`src/rtl/beam_scan_controller.sv`:
```
// Beam select sequencer: manual or automatic sweep of the tap-pattern select, with output blanking while the delay line settles.
// Optional BEAM_SCAN_PINGPONG_EN makes the sweep bounce between sel_lo and sel_hi instead of wrapping.
module beam_scan_controller #(
  parameter int SEL_W         = 4,
  parameter int DWELL_CYCLES  = 50000000,
  parameter int SETTLE_CYCLES = 8501,
  parameter int CNT_W         = 26,
  parameter int RESET_SEL     = 7
) (
  input  logic             clk,
  input  logic             rst,
  input  logic             sweep_en,
  input  logic [SEL_W-1:0] manual_sel,
  input  logic [SEL_W-1:0] sel_lo,
  input  logic [SEL_W-1:0] sel_hi,
  output logic [SEL_W-1:0] sel,
  output logic             blank,
  output logic             settled,
  output logic             step_pulse,
  output logic             sweep_wrap
);

  typedef enum logic {SETTLE, DWELL} state_t;

  localparam logic [CNT_W-1:0] SETTLE_LAST = CNT_W'(SETTLE_CYCLES - 1);
  localparam logic [CNT_W-1:0] DWELL_LAST  = CNT_W'(DWELL_CYCLES - 1);
  localparam logic [SEL_W-1:0] SEL_RST     = SEL_W'(RESET_SEL);
  localparam logic [SEL_W-1:0] SEL_ONE     = SEL_W'(1);

  state_t           state, state_nx;
  logic [CNT_W-1:0] cnt, cnt_nx;
  logic [SEL_W-1:0] sel_nx, step_sel;
  logic             blank_nx, step_nx, wrap_nx, step_wrap;
  logic             sweep_q, manual_req;

`ifdef BEAM_SCAN_PINGPONG_EN
  logic dir, dir_nx, step_dir;  // 0 = up, 1 = down

  always_comb begin
    step_sel  = sel_lo;
    step_wrap = 1'b0;
    step_dir  = dir;
    if (sel_lo > sel_hi || sel < sel_lo || sel > sel_hi) begin
      step_dir = 1'b0;
    end else if (sel_lo == sel_hi) begin
      step_sel  = sel;
      step_wrap = 1'b1;
    end else if (!dir) begin
      if (sel < sel_hi) step_sel = sel + SEL_ONE;
      else begin
        step_sel  = sel - SEL_ONE;
        step_dir  = 1'b1;
        step_wrap = 1'b1;
      end
    end else begin
      if (sel > sel_lo) step_sel = sel - SEL_ONE;
      else begin
        step_sel  = sel + SEL_ONE;
        step_dir  = 1'b0;
        step_wrap = 1'b1;
      end
    end
  end
`else
  always_comb begin
    step_sel  = sel_lo;
    step_wrap = 1'b0;
    // An inverted range just parks at sel_lo; it never counts as a completed pass.
    if (sel_lo <= sel_hi) begin
      if (sel >= sel_lo && sel < sel_hi) step_sel = sel + SEL_ONE;
      else                               step_wrap = (sel == sel_hi);
    end
  end
`endif

  assign manual_req = !sweep_en && (manual_sel != sel);

  always_comb begin
    state_nx = state;
    cnt_nx   = cnt;
    sel_nx   = sel;
    blank_nx = blank;
    step_nx  = 1'b0;
    wrap_nx  = 1'b0;
`ifdef BEAM_SCAN_PINGPONG_EN
    dir_nx   = dir;
`endif
    case (state)
      SETTLE: begin
        if (manual_req) begin
          sel_nx  = manual_sel;
          step_nx = 1'b1;
          cnt_nx  = '0;
        end else if (cnt == SETTLE_LAST) begin
          state_nx = DWELL;
          cnt_nx   = '0;
          blank_nx = 1'b0;
        end else begin
          cnt_nx = cnt + CNT_W'(1);
        end
      end
      default: begin
        if (!sweep_en) begin
          cnt_nx = '0;
          if (manual_req) begin
            sel_nx   = manual_sel;
            step_nx  = 1'b1;
            blank_nx = 1'b1;
            state_nx = SETTLE;
          end
        end else if (!sweep_q) begin
          cnt_nx = '0;  // sweep just enabled: dwell restarts
        end else if (cnt == DWELL_LAST) begin
          cnt_nx = '0;
`ifdef BEAM_SCAN_PINGPONG_EN
          dir_nx = step_dir;
`endif
          if (step_sel != sel) begin
            sel_nx   = step_sel;
            step_nx  = 1'b1;
            blank_nx = 1'b1;
            wrap_nx  = step_wrap;
            state_nx = SETTLE;
          end else if (sel_lo == sel_hi) begin
            // Single-angle range: report the step and pass without re-settling.
            step_nx = 1'b1;
            wrap_nx = step_wrap;
          end
        end else begin
          cnt_nx = cnt + CNT_W'(1);
        end
      end
    endcase
  end

  always_ff @(posedge clk) begin
    if (rst) begin
      state      <= SETTLE;
      cnt        <= '0;
      sel        <= SEL_RST;
      blank      <= 1'b1;
      settled    <= 1'b0;
      step_pulse <= 1'b0;
      sweep_wrap <= 1'b0;
      sweep_q    <= 1'b0;
    end else begin
      state      <= state_nx;
      cnt        <= cnt_nx;
      sel        <= sel_nx;
      blank      <= blank_nx;
      settled    <= ~blank_nx;
      step_pulse <= step_nx;
      sweep_wrap <= wrap_nx;
      sweep_q    <= sweep_en;
    end
  end

`ifdef BEAM_SCAN_PINGPONG_EN
  always_ff @(posedge clk) begin
    if (rst) dir <= 1'b0;
    else     dir <= dir_nx;
  end
`endif

endmodule

```
`config.mk`:
```
export PLATFORM = sky130hd
export DESIGN_NAME = beam_scan_controller
export DESIGN_NICKNAME = d
export VERILOG_FILES = /design/src/rtl/beam_scan_controller.sv
export SDC_FILE = /design/constraint.sdc
export NUM_CORES = 1
export LEC_CHECK = 0
export CORE_MARGIN = 8
export CORE_UTILIZATION = 30
export DETAILED_ROUTE_END_ITERATION = 16
export PLACE_DENSITY = 0.46
export REMOVE_ABC_BUFFERS = 1
export SLEW_MARGIN = 20
export SYNTH_ARGS = -nofsm -noshare
export SYNTH_HDL_FRONTEND = slang
export SYNTH_SLANG_ARGS = --single-unit
export TNS_END_PERCENT = 30
```
`constraint.sdc`:
```
create_clock -name clk -period 6.4 [get_ports clk]
set_input_delay 1.28 -clock clk [delete_from_list [all_inputs] [get_ports clk]]
set_output_delay 1.28 -clock clk [all_outputs]
set_load 0.02 [all_outputs]
```
# --- Yosys cells after proc, flatten, opt, wreduce, memory -nomap -nowiden ---
# Index checks and enable logic that the tools add are counted.
word_totals:
  regBits: 36
  inputBits: 15
  output_inout_bits: 8
  word_cells: 73
op_classes:
  addsub: 2
  n_lt_le_gt_ge: 3
  eq_ne: 9
  mux: 41
  n_bitwise: 5
  reduce_logical: 5
op_table:
  columns: ["cell", "count"]
  rows:
  - ["26-bit 2-to-1 mux", 6]
  - ["4-bit 2-to-1 mux", 8]
  - ["1-bit 2-to-1 mux", 27]
  - ["26-bit by 1-bit adder with 26-bit output (second input constant)", 1]
  - ["26-bit by 14-bit equality test with 1-bit output (second input constant)", 1]
  - ["26-bit equality test (second input constant)", 1]
  - ["3-bit by 2-bit != test with 1-bit output (second input constant)", 3]
  - ["4-bit equality test", 2]
  - ["4-bit != test", 2]
  - ["1-bit inverter", 5]
  - ["5-bit OR reduction", 1]
  - ["4-bit by 1-bit adder with 4-bit output (second input constant)", 1]
  - ["4-bit greater-or-equal comparator", 1]
  - ["4-bit <= comparator", 1]
  - ["4-bit < comparator", 1]
  - ["3-bit AND reduction", 1]
  - ["1-bit logical AND", 2]
  - ["1-bit zero test", 1]

# --- Depth between registers and ports, before layout ---
# Gate-level depths: netlist of run 1.
logic_depth:
  depth_word: 11
  mapped_depth: 9
  depth_no_buf: 8

# --- Worst setup path before layout of run 1 ---
# No wires, ideal clock.
synth_path:
  kind: "input -> register"
  start: "input port sel_hi[2]"
  end: "register settled"
  setup_time_ps: 120
  arrival_ps: 3164
  required_ps: 6280
  setup_slack_ps: 3116
  path_stages: 8
  n_path_buf: 0
  cell_sequence: "inv_1 > ha_1 > a211o_1 > o221ai_1 > a41oi_2 > nor4b_1 > nor3_1 > o31a_1"
synth_between:
  elab_chain_cells: 11
  elab_cells_between_ends: 12
  cone_classes: "order compare (2); eq/ne (1); mux (7); bitwise (1); reduce/logical (1)"
synth_lines:
  columns: ["item", "line_no", "rtl"]
  rows:
  - ["start, declared", "15", "input logic [SEL_W-1:0] sel_hi,"]
  - ["4-bit < comparator", "70", "if (sel >= sel_lo && sel < sel_hi) step_sel = sel + SEL_ONE;"]
  - ["1-bit logical AND", "70", null]
  - ["4-bit 2-to-1 mux", "70", null]
  - ["4-bit 2-to-1 mux *", "69", "if (sel_lo <= sel_hi) begin"]
  - ["4-bit != test *", "118", "if (step_sel != sel) begin"]
  - ["1-bit 2-to-1 mux *", "118", null]
  - ["1-bit 2-to-1 mux *", "113", "end else if (cnt == DWELL_LAST) begin"]
  - ["1-bit 2-to-1 mux *", "111", "end else if (!sweep_q) begin"]
  - ["1-bit 2-to-1 mux *", "103", "if (!sweep_en) begin"]
  - ["1-bit 2-to-1 mux *", "88", "case (state)"]
  - ["1-bit inverter *", "151", "settled <= ~blank_nx;"]
  - ["end signal, assigned", "151", null]
  - ["end, declared", "18", "output logic settled,"]
# Every way passes the cells marked *; elsewhere a longest branch is shown, timed or not.
# A chain may end at the register's enable or synchronous reset.

# --- Final worst setup path of run 1 ---
layout_path:
  start: "input port sel_lo[2]"
  end: "register settled"
layout_between:
  elab_chain_cells: 11
  elab_cells_between_ends: 12
  cone_classes: "order compare (2); eq/ne (1); mux (7); bitwise (1); reduce/logical (1)"
layout_lines:
  columns: ["item", "line_no", "rtl"]
  rows:
  - ["start, declared", "14", "input logic [SEL_W-1:0] sel_lo,"]
  - ["4-bit greater-or-equal comparator", "70", null]
  - ["1-bit logical AND", "70", null]
  - ["4-bit 2-to-1 mux", "70", null]
  - ["4-bit 2-to-1 mux *", "69", null]
  - ["4-bit != test *", "118", null]
  - ["1-bit 2-to-1 mux *", "118", null]
  - ["1-bit 2-to-1 mux *", "113", null]
  - ["1-bit 2-to-1 mux *", "111", null]
  - ["1-bit 2-to-1 mux *", "103", null]
  - ["1-bit 2-to-1 mux *", "88", null]
  - ["1-bit inverter *", "151", null]
# Marks and branches as above.

==> impl_metrics.tcl, run 1 <==
set metrics [dict create \
    fin_cells 379 \
    drt_wl_total_um 5153 \
    routedWlPerCell_um 13.60 \
    drtIter0Drc 86 \
    ys_ff_latch 36 \
    hpwl_um 3956 \
    cts_tree "done" \
    holdPathStages 1 \
    coreArea_mm2 0.007176 \
    endpoint_kind "flip-flop" \
    setup_ws_ns 2.597 \
    cts_buffer_depth 2 \
    overflow 0 \
    required_ns 6.59 \
    grt_pass1_vias 1794 \
    cts_resized 0 \
    cap_viol_max_count 0 \
    reg2reg_slack_ns 3.65 \
    die_height_um 101.5 \
    synth_largest_area_cell "dfxtp_1" \
    grt_max_degree 26 \
    cts_htree_levels 2 \
    drt_pass1_iterations 4 \
    start_kind "primary input" \
    setup-tns-final_ns 0 \
    finClkSkew_ns 0.007490 \
    vias 1843 \
    drive_gt1_share_pct 6.786 \
    cts_hold_buf 0 \
    r2r-end "settled" \
    setup_violations 0 \
    synth_ff_type "dfxtp_1" \
    slew_headroom_pct 28.43 \
    via_per_inst 4.863 \
    path_max_fanout 6 \
    postRouteAntennaNets 0 \
    hp-class "reg2reg" \
    dp_cells 371 \
    yosys.area_share.xor_xnor_pct 13.18 \
    hold_end "cnt[0]" \
    path_class "in2reg" \
    rsz0062_at_grt "false" \
    area_delta_synth_final_pct 17.69 \
    die_x_um 101.5 \
    hold_viol_final 0 \
    die_area_mm2 0.01030 \
    yosysTopAreaCellShare_pct 32.88 \
    netlist_area_mm2 0.002192 \
    leakage_nw 0.9493 \
    clockRootBuffer "clkbuf_8" \
    p_per_area_mw_per_mm2 182.3 \
    muxShareOfSynthArea_pct 1.998 \
    synth_simple_gate_area_share_pct 27.05 \
    timing.rr.start "sel[0]" \
    holdCritStartpoint "cnt[0]" \
    worstMarginPinSlew_ns 1.064 \
    synthTopCellsByArea "dfxtp_1, ha_1, xnor2_1" \
    status "completed" \
    final_net_count 309 \
    numClockSinks 36 \
    synth_compound_area_share_pct 11.02 \
    place_ws_ns 2.269 \
    track_usage_pct 10.64 \
    synth_edf_count 0 \
    vdd_drop_max_mv 0.1082 \
    grt_pass1_wl_um 8659 \
    period_minus_slack_ns 3.803 \
    antenna_found_initial 0 \
    r2r.worst_path.cells 8 \
    yosys_warnings 0 \
    initial_core_util_pct 30.55 \
    drc 0 \
    cp.arrival_ns 3.99 \
    diodes 0 \
    slew_viol_final 0 \
    ys_types 52 \
    synth_adder_area_share_pct 8.562 \
    fin_crit_sh_pct 59.42 \
    num_rows 31 \
    seq_area_frac_synth_pct 32.88 \
    num_io_pins 23 \
    cts_setup_buffers 0 \
    async_reset_ff_share_pct 0 \
    clock_latency_ns 0.29 \
    synth_cells 257 \
    io_buffer_count 22 \
    clkTransAtPathRegs_ns 0.08 \
    timing.fmax_mhz 263.0 \
    avgSynthCellArea_um2 8.530 \
    synth_top_family_by_area "simple AND/OR/NAND/NOR gates" \
    gp_congestion 0.7698 \
    numCtsBuffers 5 \
]
## stage by stage
step | instance area [µm²] | utilization (%) | hold WS [ns] | total power [mW]
floorplan | 2140 | - | 0.4493 | 0.2759
global placement | 2484 | 34.61 | 0.4823 | 0.3023
detailed placement | 2484 | 34.61 | 0.4797 | 0.3023
CTS | 2580 | 35.95 | 0.5014 | 0.4809
global route | 2580 | 35.95 | 0.5174 | 0.4972
finish | 2580 | 35.95 | 0.5024 | 0.4705
## cell usage after synthesis (all sizes together), types with 2 or more instances
master	number
a41oi	3
nor4b	4
inv	17
xor2	13
and4	2
nand4	8
nor2	40
nor2b	3
o21ai	4
a211o	2
a31oi	2
nor3	9
o31ai	2
clkbuf	2
mux2	3
a211oi	3
o211ai	2
xnor2	20
nand3	17
and3	7
buf	5
ha	15
nand2	14
nor4	4
a21oi	2
dfxtp	36
## critical path: stages
cell	delay (ns)
clkdlybuf4s50_1	0.53
ha_1	0.37
a211o_1	0.29
o221ai_1	0.42
a41oi_2	0.27
nor4b_1	0.39
nor3_1	0.11
o31a_1	0.31
## sequential cells by signal (all words and copies together), names as in the netlist, named ones only
register,cells
step_pulse,1
sweep_q,1
cnt,26
sweep_wrap,1
state,1
sel,4
settled,1
## how the worst max path moves through the flow
stage                   start       to  slack, ns
detailed placement  sel_lo[2]  settled       2.27
CTS                 sel_lo[2]  settled       2.59
floorplan           sel_hi[2]  settled       3.12
global route        sel_lo[2]  settled       2.39
finish              sel_lo[2]  settled       2.60
global placement    sel_lo[2]  settled       2.33
## where the power goes
group	switching (mW)	total, mW	internal (mW)
logic	0.0343	0.0647	0.0304
registers	0.00529	0.232	0.227
clock network	0.0858	0.174	0.0880
## metal layers
metal | vias to the layer above | track usage [%] | part of all wire, % | wire [µm]
li1 | 953 | - | - | -
met1 | 858 | 13.99 | 52 | 2702
met2 | 27 | 16.65 | 43 | 2205
met3 | 5 | 2.543 | 3.6 | 185
met4 | 0 | 3.436 | 1.1 | 59
met5 | - | 0 | 0 | 0
## placed cells by master, fill, tap and decap left out, drive strengths merged, types with 2 or more instances in the layout
master,instances
a211oi,3
inv,18
o21ai,4
nor2b,3
nor4b,4
a21oi,2
and4,2
and3,7
xor2,13
a211o,2
nand2,14
a31oi,2
xnor2,20
a41oi,3
nor4,4
dfxtp,36
o211ai,2
nor3,9
nor2,40
clkbuf,6
nand3,17
o31ai,2
nand4,8
clkdlybuf4s50,22
mux2,3
ha,15
## logic make-up (layout without fill, tap and decap cells)
group,Yosys count,in the layout
flops,36,36
buf+inv,24,47
mux,4,4
compound gates,29,29
xor+xnor,33,33
fa+ha+maj,15,15
simple gates,116,116
## final cells by class
class | instances | area (µm²)
Inverter | 17 | 63.81
Sequential cell | 36 | 720.7
Multi-Input combinational cell | 197 | 1355
Fill cell | 762 | 4596
Clock inverter | 2 | 13.76
Clock buffer | 6 | 82.58
Timing Repair Buffer | 22 | 220.2
Tap cell | 99 | 123.9
(Power assumes the default switching activity.)
==> run 2, diff against run 1 <==
- clock period: 6.4 -> 3.65 ns (I/O delays scaled with it)
==> impl_metrics.tcl, run 2 (synthesis results as in run 1) <==
set metrics [dict create \
    status "completed" \
    reg2reg_slack_ns 1.03 \
    top_regs "cnt (26), sel (4)" \
    setup-tns-final_ns 0 \
    vdd_drop_max_mv 0.1528 \
    required_ns 3.82 \
    cap_viol_max_count 0 \
    final_net_count 314 \
    drt_wl_total_um 5174 \
    cts_buffer_depth 2 \
    r2r-end "sel[2]" \
    initial_core_util_pct 30.55 \
    drt_pass1_iterations 4 \
    grt_pass1_wl_um 8901 \
    vias 1848 \
    num_rows 31 \
    path_class "in2reg" \
    area_delta_synth_final_pct 20.78 \
    setup_ws_ns 0.5493 \
    numClockSinks 36 \
    die_x_um 101.5 \
    setup_violations 0 \
    timing.fmax_mhz 322.5 \
    worstMarginPinSlew_ns 1.105 \
    overflow 0 \
    path_max_fanout 6 \
    final_util_pct 36.90 \
    cts_resized 0 \
    start_kind "primary input" \
    clkPwrFrac_pct 42.6 \
    hold_end "cnt[0]" \
    num_io_pins 23 \
    grt_max_degree 26 \
    fin_crit_sh_pct 84.95 \
    cp.arrival_ns 3.27 \
    gp_congestion 0.8054 \
    hpwl_um 3960 \
    cts_htree_levels 2 \
    holdCritStartpoint "cnt[0]" \
    die_height_um 101.5 \
    place_ws_ns 0.2638 \
    cts_hold_buf 0 \
    timing.rr.start "sel[0]" \
    finClkSkew_ns 0.01022 \
    cts_setup_buffers 0 \
    antenna_found_initial 0 \
    p_per_area_mw_per_mm2 346.3 \
    r2r.worst_path.cells 9 \
    routedWlPerCell_um 13.47 \
    power.internal_uw 697.2 \
    endpoint_kind "flip-flop" \
    drtIter0Drc 87 \
    cts_tree "done" \
    io_buffer_count 22 \
    track_usage_pct 10.87 \
    coreArea_mm2 0.007176 \
    diodes 0 \
    hold_viol_final 0 \
    slew_headroom_pct 25.68 \
    hp-class "reg2reg" \
    grt_pass1_vias 1790 \
    top_register "cnt" \
    comb_power_share_pct 13.0 \
    leakage_nw 0.9867 \
    p_seq_share_pct 44.4 \
    p_sw_share_pct 23.95 \
    numCtsBuffers 5 \
    layout_commonest_cell "nor2_1" \
    clockRootBuffer "clkbuf_8" \
    most-common-layout-cells "nor2_1, dfxtp_1, clkdlybuf4s50_1" \
    slew_viol_final 0 \
    largest_register_ff_count 26 \
    clkTransAtPathRegs_ns 0.08 \
    fill_cells 744 \
    period_minus_slack_ns 3.101 \
    via_per_inst 4.813 \
    drive_gt1_share_pct 8.421 \
    postRouteAntennaNets 0 \
    drc 0 \
    clock_latency_ns 0.29 \
    die_area_mm2 0.01030 \
    rsz0062_at_grt "false" \
    switching_power_uw 219.6 \
    holdPathStages 1 \
]
run 2: cell count changes in the layout (fill, tap and decap cells not counted):
cell,previous run,this run
clkbuf_8,6,7
inv_6,1,0
bufinv_16,0,1
buf_4,0,5
clkinv_2,1,0
run 2: through the flow:
step | instance area, µm² | hold WS [ns] | instances | total power, mW
global route | 2648 | 0.5299 | 384 | 0.9623
detailed placement | 2521 | 0.4791 | 376 | 0.5368
global placement | 2521 | 0.4775 | 376 | 0.5373
finish | 2648 | 0.4971 | 384 | 0.9168
CTS | 2648 | 0.4978 | 384 | 0.9302
floorplan | 2140 | 0.4493 | 250 | 0.4837
run 2: cell type report:
cell class / count / area (µm²) / area share [%]
multi-input combinational: 197 / 1355 / 51.18
sequential: 36 / 720.7 / 27.22
timing repair buffer: 27 / 257.7 / 9.735
tap: 99 / 123.9 / 4.679
clock buffer: 7 / 96.34 / 3.639
inverter: 17 / 63.81 / 2.410
clock inverter: 1 / 30.03 / 1.134
run 2: power by group through the flow:
| stage | clock [mW] | sequential (mW) | combinational [mW] |
|---|---|---|---|
| 2_1_floorplan | 0 | 0.417 | 0.0665 |
| 3_3_place_gp | 0 | 0.417 | 0.121 |
| 3_5_place_dp | 0 | 0.416 | 0.120 |
| 4_1_cts | 0.402 | 0.407 | 0.121 |
| 5_1_grt | 0.419 | 0.408 | 0.135 |
| 6_report | 0.390 | 0.407 | 0.119 |
run 2: how the worst max path moves through the flow:
stage / from / endpoint / depth (start not counted)
floorplan: sel_hi[2] / settled / 8
global placement: sel_hi[2] / sel[2] / 10
detailed placement: sel_hi[2] / settled / 9
CTS: sel_hi[2] / sel[2] / 10
global route: sel_hi[2] / sel[3] / 10
finish: sel_hi[2] / sel[2] / 10
run 2: worst max-delay path, cell delays in order:
cell	delay, ns
clkdlybuf4s50_1	0.45
inv_1	0.05
ha_1	0.30
a211o_1	0.29
o221ai_1	0.43
a41oi_2	0.20
buf_4	0.19
o31ai_4	0.22
o21ai_1	0.12
a221o_1	0.30
run 2: per-layer routing:
layer | global-route usage (%) | part of all wire (%) | up-vias
li1 | - | - | 964
met1 | 13.75 | 50 | 850
met2 | 17.46 | 45 | 26
met3 | 2.749 | 3.6 | 8
met4 | 3.780 | 1.2 | 0
met5 | 0 | 0 | -
==> run 3, diff against run 2 <==
- clock period: 3.65 -> 3 ns (I/O delays scaled with it)
==> impl_metrics.tcl, run 3 (synthesis results as in run 1) <==
set metrics [dict create \
    status "completed" \
    coreArea_mm2 0.007176 \
    hold_viol_final 0 \
    place_ws_ns -0.1653 \
    top_regs "cnt (26), sel (4)" \
    num_rows 31 \
    cts_hold_buf 0 \
    critPathTopFamily "compound AO/OA/AOI/OAI gates" \
    die_x_um 101.5 \
    cts_resized 0 \
    holdCritStartpoint "cnt[0]" \
    drtIter0Drc 128 \
    cp_slowest_stage_delay_ns 0.45 \
    cp_slowest_cell "clkdlybuf4s50_1" \
    initial_core_util_pct 30.55 \
    slew_headroom_pct 67.22 \
    drt_pass1_iterations 4 \
    clkTransAtPathRegs_ns 0.08 \
    setup_ws_ns 0.1489 \
    worstMarginPinSlew_ns 0.4866 \
    path_max_fanout 5 \
    num_io_pins 23 \
    place_area_mm2 0.002641 \
    r2r-end "settled" \
    fin_cells 400 \
    finClkSkew_ns 0.005239 \
    hold_end "cnt[0]" \
    top_register "cnt" \
    die_area_mm2 0.01030 \
    final_net_count 330 \
    power.total_mw 1.134 \
    cp.arrival_ns 3.04 \
    required_ns 3.19 \
    path_class "in2reg" \
    track_usage_pct 10.85 \
    cts_setup_buffers 0 \
    cts_htree_levels 2 \
    drive_gt1_share_pct 13.29 \
    crit_buf_inv 3 \
    drc 0 \
    fin_crit_sh_pct 95.04 \
    reg2reg_slack_ns 0.57 \
    dp_cells 392 \
    period_minus_slack_ns 2.851 \
    hp-class "reg2reg" \
    clock_latency_ns 0.29 \
    cts_tree "done" \
    layout_commonest_cell "nor2_1" \
    numClockSinks 36 \
    grt_pass1_vias 1823 \
    hpwl_um 4068 \
    drt_wl_total_um 5341 \
    holdPathStages 1 \
    die_height_um 101.5 \
    timing.fmax_mhz 350.7 \
    antenna_found_initial 0 \
    setup_violations 0 \
    cts_buffer_depth 2 \
    overflow 0 \
    start_kind "primary input" \
    clockRootBuffer "clkbuf_8" \
    timing.rr.start "cnt[0]" \
    cap_viol_max_count 0 \
    slew_viol_final 0 \
    p_per_area_mw_per_mm2 409.8 \
    numCtsBuffers 5 \
    endpoint_kind "flip-flop" \
    most-common-layout-cells "nor2_1, dfxtp_1, clkdlybuf4s50_1" \
    rsz0062_at_grt "false" \
    postRouteAntennaNets 0 \
    largest_register_ff_count 26 \
    diodes 0 \
    grt_max_degree 26 \
    routedWlPerCell_um 13.35 \
    worstPathCellList "clkdlybuf4s50_1, inv_1, ha_1, a211o_1, o221ai_1, a41oi_2, buf_4, o31ai_4, o21ai_1, a221o_1" \
    vdd_drop_max_mv 0.1882 \
    via_per_inst 4.743 \
    vias 1897 \
    r2r.worst_path.cells 7 \
    gp_congestion 0.7830 \
    holdWs_ns 0.4895 \
    leakage_nw 1.062 \
    area_delta_synth_final_pct 26.26 \
    grt_pass1_wl_um 8825 \
    io_buffer_count 22 \
    stdcell_area_mm2 0.002768 \
]
run 3: cell count changes in the layout (fill, tap and decap cells not counted):
cell	delta
buf_4	+16
run 3: worst max path at each step:
stage,start,to,cells past startpoint
after CTS,sel_hi[2],sel[2],10
after global placement,sel_hi[2],sel[2],10
after global routing,sel_hi[2],settled,9
after detailed placement,sel_hi[2],sel[2],10
after floorplan,sel_hi[2],settled,8
final,sel_hi[2],sel[2],10
run 3: power breakdown:
part / internal (mW) / total (mW) / switching [mW] / leakage [nW]
Combinational: 0.0848 / 0.166 / 0.0808 / 0.706
Clock: 0.293 / 0.477 / 0.184 / 0.0645
Sequential: 0.484 / 0.491 / 0.00777 / 0.291
run 3: through the flow:
| step | TNS (ns) | util, % |
|---|---|---|
| after floorplan | 0 | - |
| after global placement | -0.5817 | 36.81 |
| after detailed placement | -0.7965 | 36.81 |
| after CTS | 0 | 38.57 |
| after global routing | 0 | 38.57 |
| final | 0 | 38.57 |
run 3: layout make-up:
type	count	area, µm²
Clock buffer	7	96.34
Clock inverter	1	30.03
Fill cell	738	4408
Inverter	17	63.81
Multi-Input combinational cell	197	1355
Sequential cell	36	720.7
Tap cell	99	123.9
Timing Repair Buffer	43	377.9
run 3: per-layer routing:
| metal | part of all wire (%) | vias to the layer above | GRT usage [%] |
|---|---|---|---|
| met1 | 50 | 860 | 14.08 |
| li1 | - | 997 | - |
| met3 | 3.9 | 5 | 2.612 |
| met4 | 1.2 | 0 | 3.093 |
| met5 | 0 | - | 0 |
| met2 | 44 | 35 | 17.36 |
